## config.mk

```make
export PLATFORM = sky130hd
export DESIGN_NAME = pipe_hazard_ctrl
export DESIGN_NICKNAME = d
export VERILOG_FILES = /design/src/rtl/pipe_hazard_ctrl.sv
export SDC_FILE = /design/constraint.sdc
export NUM_CORES = 1
export LEC_CHECK = 0
export CORE_MARGIN = 2
export CORE_UTILIZATION = 35
export CTS_BUF_LIST = sky130_fd_sc_hd__clkbuf_8 sky130_fd_sc_hd__clkbuf_16
export CTS_CLUSTER_SIZE = 8
export DETAILED_ROUTE_END_ITERATION = 10
export PLACE_DENSITY = 0.76
export SLEW_MARGIN = 20
export SYNTH_ARGS = -nofsm -noshare
export SYNTH_HDL_FRONTEND = slang
export SYNTH_SLANG_ARGS = --single-unit
export TNS_END_PERCENT = 10
```

## constraint.sdc

```tcl
create_clock -name clk -period 2 [get_ports clk]
set_input_delay 0.2 -clock clk [delete_from_list [all_inputs] [get_ports clk]]
set_output_delay 0.2 -clock clk [all_outputs]
set_load 0.005 [all_outputs]
```

## src/rtl/pipe_hazard_ctrl.sv

```systemverilog
// -----------------------------------------------------------------------------
// pipe_hazard_ctrl
// Hazard sequencer for the IF/ID -> ID/EX -> EX/MEM path of an in-order core.
// It resolves three kinds of hazard:
//   - load-use: a one-cycle bubble is inserted into ID/EX while PC and IF/ID
//     hold their values,
//   - EX-stage redirect (taken branch or jump): IF/ID and ID/EX are flushed
//     for REDIRECT_BUBBLES cycles,
//   - MEM-stage wait state: the whole pipe is frozen until the access is done.
// It also keeps two saturating debug counters: stall cycles and accepted
// redirects.
//
// Ports
//   clk, rst                  clock (rising edge); asynchronous active-high reset
//   id_rs1, id_rs2            source registers of the instruction in ID
//   id_uses_rs1, id_uses_rs2  the ID instruction actually reads that source
//   ex_rd, ex_mem_read        destination register of the EX instruction, and
//                             whether that instruction is a load
//   ex_redirect               EX resolved a taken branch or jump
//   mem_req, mem_ready        MEM access in flight / access completes this cycle
//   pc_en, if_id_en           load enables for PC and IF/ID
//   if_id_flush               IF/ID loads a NOP instead of the fetched word
//   id_ex_nop                 ID/EX captures NOP controls on this edge
//   pipe_hold                 ID/EX, EX/MEM and MEM/WB do not capture
//   state                     00 RUN, 01 MEM_WAIT, 10 FLUSH
//   stall_cnt, flush_cnt      saturating debug counters
// -----------------------------------------------------------------------------
module pipe_hazard_ctrl #(
  parameter int NUM_REGS         = 32,
  parameter int REG_SEL          = $clog2(NUM_REGS),
  parameter int REDIRECT_BUBBLES = 2,
  parameter int CNT_W            = 16
) (
  input  logic               clk,
  input  logic               rst,
  input  logic [REG_SEL-1:0] id_rs1,
  input  logic [REG_SEL-1:0] id_rs2,
  input  logic               id_uses_rs1,
  input  logic               id_uses_rs2,
  input  logic [REG_SEL-1:0] ex_rd,
  input  logic               ex_mem_read,
  input  logic               ex_redirect,
  input  logic               mem_req,
  input  logic               mem_ready,
  output logic               pc_en,
  output logic               if_id_en,
  output logic               if_id_flush,
  output logic               id_ex_nop,
  output logic               pipe_hold,
  output logic [1:0]         state,
  output logic [CNT_W-1:0]   stall_cnt,
  output logic [CNT_W-1:0]   flush_cnt
);

  typedef enum logic [1:0] {
    ST_RUN      = 2'b00,
    ST_MEM_WAIT = 2'b01,
    ST_FLUSH    = 2'b10
  } state_e;

  // The bubble counter only has to hold REDIRECT_BUBBLES-1.
  localparam int BUB_W = (REDIRECT_BUBBLES > 1) ? $clog2(REDIRECT_BUBBLES) : 1;
  localparam logic [BUB_W-1:0] BUB_INIT = BUB_W'(REDIRECT_BUBBLES - 1);
  localparam logic [BUB_W-1:0] BUB_ONE  = BUB_W'(1);

  state_e             state_q, state_d;
  logic [BUB_W-1:0]   bub_q, bub_d;
  logic [CNT_W-1:0]   stall_cnt_q, flush_cnt_q;
  logic               redirect_acc;
  logic               lu;
  logic               mw;

  // x0 is hard-wired to zero, so a load targeting it never creates a hazard.
  assign lu = ex_mem_read && (ex_rd != '0) &&
              ((id_uses_rs1 && (id_rs1 == ex_rd)) ||
               (id_uses_rs2 && (id_rs2 == ex_rd)));
  assign mw = mem_req && !mem_ready;

  // Strobes are combinational so a hazard takes effect in the cycle it is seen.
  always_comb begin
    // NOTE: every output of this block gets a default first, so no path can
    // leave a value unassigned and infer a latch.
    pc_en        = 1'b1;
    if_id_en     = 1'b1;
    if_id_flush  = 1'b0;
    id_ex_nop    = 1'b0;
    pipe_hold    = 1'b0;
    state_d      = state_q;
    bub_d        = bub_q;
    redirect_acc = 1'b0;

    unique case (state_q)
      ST_FLUSH: begin
        if (mw) begin
          // Memory stall wins; the flush simply resumes once MEM is done.
          pc_en     = 1'b0;
          if_id_en  = 1'b0;
          pipe_hold = 1'b1;
        end else begin
          // EX holds a NOP here, so ex_redirect cannot legitimately be set.
          if_id_flush = 1'b1;
          id_ex_nop   = 1'b1;
          bub_d       = bub_q - 1'b1;
          if (bub_q == BUB_ONE) state_d = ST_RUN;
        end
      end
      default: begin
        // RUN and MEM_WAIT share one evaluation: the first cycle after a
        // memory wait acts on any redirect or load-use that was held.
        if (mw) begin
          pc_en     = 1'b0;
          if_id_en  = 1'b0;
          pipe_hold = 1'b1;
          state_d   = ST_MEM_WAIT;
        end else if (ex_redirect) begin
          if_id_flush  = 1'b1;
          id_ex_nop    = 1'b1;
          redirect_acc = 1'b1;
          bub_d        = BUB_INIT;
          state_d      = (REDIRECT_BUBBLES > 1) ? ST_FLUSH : ST_RUN;
        end else if (lu) begin
          // Single bubble: next cycle the load has moved to MEM and lu drops.
          pc_en     = 1'b0;
          if_id_en  = 1'b0;
          id_ex_nop = 1'b1;
          state_d   = ST_RUN;
        end else begin
          state_d = ST_RUN;
        end
      end
    endcase

    // Reset is asynchronous, so the strobes must show reset values at once.
    if (rst) begin
      pc_en       = 1'b0;
      if_id_en    = 1'b0;
      if_id_flush = 1'b1;
      id_ex_nop   = 1'b1;
      pipe_hold   = 1'b0;
    end
  end

  always_ff @(posedge clk or posedge rst) begin
    if (rst) begin
      state_q     <= ST_RUN;
      bub_q       <= '0;
      stall_cnt_q <= '0;
      flush_cnt_q <= '0;
    end else begin
      // NOTE: non-blocking assignments keep every register reading the
      // pre-edge values, independent of statement order.
      state_q <= state_d;
      bub_q   <= bub_d;
      if (!pc_en && (stall_cnt_q != '1)) stall_cnt_q <= stall_cnt_q + 1'b1;
      if (redirect_acc && (flush_cnt_q != '1)) flush_cnt_q <= flush_cnt_q + 1'b1;
    end
  end

  assign state     = state_q;
  assign stall_cnt = stall_cnt_q;
  assign flush_cnt = flush_cnt_q;

  // A redirect while flushing means the upstream pipe let a non-NOP into EX.
  a_no_redirect_in_flush : assert property (
    @(posedge clk) disable iff (rst) !((state_q == ST_FLUSH) && ex_redirect)
  );

endmodule

```

==> load_flow_metrics.sql <==
INSERT INTO impl_metrics (metric_group, metric, value, unit) VALUES
('logic_synthesis', 'ys_warn_count', '0', ''),
('global_route', 'grt_remaining_overflow', '0', ''),
('timing', 'hold_violations', '0', ''),
('floorplanning', 'core', '0.00504', 'mm²'),
('timing', 'postLayoutSetupSlackWorst', '0.117', 'ns'),
('global_route', 'grt.total_usage', '15.2', '%'),
('floorplanning', 'dieArea', '0.00572', 'mm²'),
('cts', 'insertion_delay', '0.28', 'ns'),
('layout', 'n_antenna_cell', '0', ''),
('routing', 'vias_per_cell', '4.69', ''),
('logic_synthesis', 'synth_ff_type', 'sky130_fd_sc_hd__dfrtp_1', ''),
('logic_synthesis', 'synth_edf_count', '0', ''),
('logic_synthesis', 'synth_cell_types', '36', ''),
('setup_path', 'worstPathBufferInverterCount', '3', ''),
('status', 'status', 'finished, final reports clean', ''),
('global_route', 'largest_net_degree_at_the_start_of_global_routing', '36', ''),
('cts', 'cts-hold-fix-buffers', '0', ''),
('timing', 'finClkSkew', '0.00714', 'ns'),
('setup_path', 'worstSetupPathDepth', '6', ''),
('place', 'place.port_buffers', '61', ''),
('logic_synthesis', 'synthCells', '171', ''),
('floorplanning', 'ioPinCount', '62', ''),
('cts', 'tritoncts_num_sinks', '35', ''),
('timing', 'hold-worst-slack', '0.463', 'ns'),
('setup_path', 'setup.worst_path.class', 'in -> out', ''),
('routing', 'routed_wl', '4.08', 'mm'),
('setup_path', 'endpoint_of_the_most_critical_setup_path', 'id_ex_nop', ''),
('timing', 'timing.max_slew.rel_slack', '70.2', '%'),
('setup_path', 'r2r_slack', '0.13', 'ns'),
('routing', 'routed-via-count', '1516', ''),
('setup_path', 'worstSetupStartpoint', 'ex_rd[2]', ''),
('pwr', 'p_leak', '1.15', 'nW'),
('logic_synthesis', 'synth-seq-cells', '35', ''),
('logic_synthesis', 'synth_area_leader_cell', 'sky130_fd_sc_hd__dfrtp_1', ''),
('job', 'maxCapViolations', '0', ''),
('layout', 'drive_gt1_share', '14.6', '%'),
('timing', 'rsz0062_at_grt', 'no', ''),
('global_route', 'via_count_of_the_first_global_routing_pass', '1491', ''),
('floorplanning', 'initial_utilization', '35.6', '%'),
('logic_synthesis', 'synth_top_area_share', '48.8', '%'),
('setup_path', 'crit_family', 'buffers and inverters', ''),
('setup_path', 'r2r.worst_path.cells', '7', ''),
('logic_synthesis', 'mappedNetlistArea', '0.00180', 'mm²'),
('setup_path', 'critPathCaptureType', 'primary output', ''),
('pwr', 'power-per-cell-area', '915', 'mW/mm²'),
('timing', 'fmaxAchievable', '0.531', 'GHz'),
('floorplanning', 'die_w', '75.6', 'µm'),
('place', 'postPlaceCellArea', '0.00261', 'mm²'),
('logic_synthesis', 'mappedNetlistNets', '196', ''),
('cts', 'number_of_buffers_on_the_longest_clock_path', '2', ''),
('setup_path', 'worst_r2r_startpoint', 'stall_cnt[0]$_DFFE_PP0P_', ''),
('setup_path', 'worst_path_largest_cell_delay', '0.50', 'ns'),
('logic_synthesis', 'synth_top_cells_by_count', 'sky130_fd_sc_hd__dfrtp_1, sky130_fd_sc_hd__xnor2_1, sky130_fd_sc_hd__xor2_1, sky130_fd_sc_hd__nor2_1, sky130_fd_sc_hd__nand2_1', ''),
('place', 'detailedPlace.worstSlack', '-0.516', 'ns'),
('setup_path', 'cp_max_fo', '3', ''),
('logic_synthesis', 'synth.yosys.seq_area_share', '48.8', '%'),
('routing', 'wire_per_inst', '12.6', 'µm'),
('logic_synthesis', 'async_flop_share', '100', '%'),
('setup_path', 'worst_r2r_endpoint', 'stall_cnt[1]$_DFFE_PP0P_', ''),
('global_route', 'grt_first_pass_wirelength', '6.59', 'mm'),
('setup_path', 'cp.arrival', '1.68', 'ns'),
('timing', 'finalCritPeriodShare', '94.2', '%'),
('routing', 'route.detailed.drc', '0', ''),
('timing', 'finalMaxSlewViolations', '0', ''),
('setup_path', 'startpoint_type', 'input pin', ''),
('routing', 'final_antenna_net_count', '0', ''),
('logic_synthesis', 'ranking_of_synthesized_cells_by_area', 'sky130_fd_sc_hd__dfrtp_1, sky130_fd_sc_hd__xnor2_1, sky130_fd_sc_hd__xor2_1, sky130_fd_sc_hd__nand4_1, sky130_fd_sc_hd__nor2_1', ''),
('place', 'gp_congestion', '0.768', ''),
('routing', 'dr.pass1.iters', '4', ''),
('pwr', 'ir_drop', '0.676', 'mV'),
('timing', 'max_slew.worst_pin.slew', '0.448', 'ns');
how the worst min path moves through the flow:
stage	depth (start not counted)	endpoint	from	slack [ns]
2_1_floorplan	1	bub_q$_DFFE_PP0P_	rst	0.36
6_report	3	stall_cnt[12]$_DFFE_PP0P_	rst	0.46
4_1_cts	3	flush_cnt[15]$_DFFE_PP0P_	rst	0.47
3_5_place_dp	1	flush_cnt[15]$_DFFE_PP0P_	flush_cnt[15]$_DFFE_PP0P_	0.48
3_3_place_gp	1	bub_q$_DFFE_PP0P_	bub_q$_DFFE_PP0P_	0.47
5_1_grt	3	stall_cnt[12]$_DFFE_PP0P_	rst	0.53
through the flow:
stage / setup TNS (ns) / total power (W) / instances
final: 0 / 0.00247 / 323
after global routing: 0 / 0.00263 / 323
after CTS: 0 / 0.00251 / 323
after detailed placement: -4.48 / 0.00188 / 316
after global placement: -3.97 / 0.00186 / 316
after floorplan: 0 / 0.00137 / 171
layout make-up:
cell class	count	area [µm²]
Multi-Input combinational cell	128	887
Tap cell	70	87.6
Timing Repair Buffer	77	722
Fill cell	485	2340
Clock inverter	2	37.5
Sequential cell	35	876
Clock buffer	5	68.8
Inverter	6	22.5
flip-flops by register name, summed over array words and instances (netlist names):
name       cells
bub_q          1
state          2
flush_cnt     16
stall_cnt     16
routing by layer:
layer  track usage [%]  part of all wire [%]
met2              25.6                    49
met3              4.89                   4.8
met1              18.6                    45
met5                 0                     0
met4              4.68                   1.2
where the power goes:
| group | total [W] | switching (W) | internal [W] | leakage (nW) |
|---|---|---|---|---|
| logic | 0.000828 | 0.000308 | 0.000520 | 0.656 |
| clock network | 0.000618 | 0.000254 | 0.000364 | 0.0502 |
| registers | 0.00103 | 0.000168 | 0.000859 | 0.445 |
| total | 0.00247 | 0.000730 | 0.00174 | 1.15 |
tightest hold or removal path: stages:
cell and delay, ns:
sky130_fd_sc_hd__clkdlybuf4s50_1 0.48, sky130_fd_sc_hd__inv_1 0.10, sky130_fd_sc_hd__buf_4 0.40
cells in the final DEF (no fill, tap or decap), types with 2 or more instances in the layout:
cell / synthesis / layout
sky130_fd_sc_hd__xor2_1: 16 / 16
sky130_fd_sc_hd__and3_1: 3 / 3
sky130_fd_sc_hd__nor2_1: 15 / 15
sky130_fd_sc_hd__clkbuf_8: 0 / 5
sky130_fd_sc_hd__nand4_1: 13 / 13
sky130_fd_sc_hd__buf_2: 0 / 3
sky130_fd_sc_hd__nor3_1: 3 / 3
sky130_fd_sc_hd__nand3_1: 10 / 10
sky130_fd_sc_hd__nand2_1: 14 / 14
sky130_fd_sc_hd__ha_1: 2 / 2
sky130_fd_sc_hd__inv_1: 6 / 6
sky130_fd_sc_hd__and2_1: 2 / 2
sky130_fd_sc_hd__dfrtp_1: 35 / 35
sky130_fd_sc_hd__clkdlybuf4s50_1: 0 / 53
sky130_fd_sc_hd__and4_1: 2 / 2
sky130_fd_sc_hd__xnor2_1: 23 / 23
sky130_fd_sc_hd__buf_4: 1 / 15
sky130_fd_sc_hd__dlygate4sd2_1: 0 / 5
sky130_fd_sc_hd__o21ai_0: 4 / 4
sky130_fd_sc_hd__mux2_2: 2 / 2
kinds of logic (layout without fill, tap and decap cells):
kind of cell             Yosys count  count (layout)  synth area share (%)
XOR/XNOR                          39              39                  19.0
flip-flops                        35              35                  48.8
buffers and inverters              8              90                  2.30
AO/OA/AOI/OAI                     14              14                  6.48
adder cells (fa/ha/maj)            2               2                  1.39
multiplexers                       2               2                  1.25
AND/OR/NAND/NOR                   71              71                  20.8
what timing repair did:
item,in CTS,in global routing
resized for setup,18,1
pin swaps,5,2
endpoints found under the setup margin,3,3
buffers inserted,0,0
No activity file was read; power rests on OpenSTA's default activity.
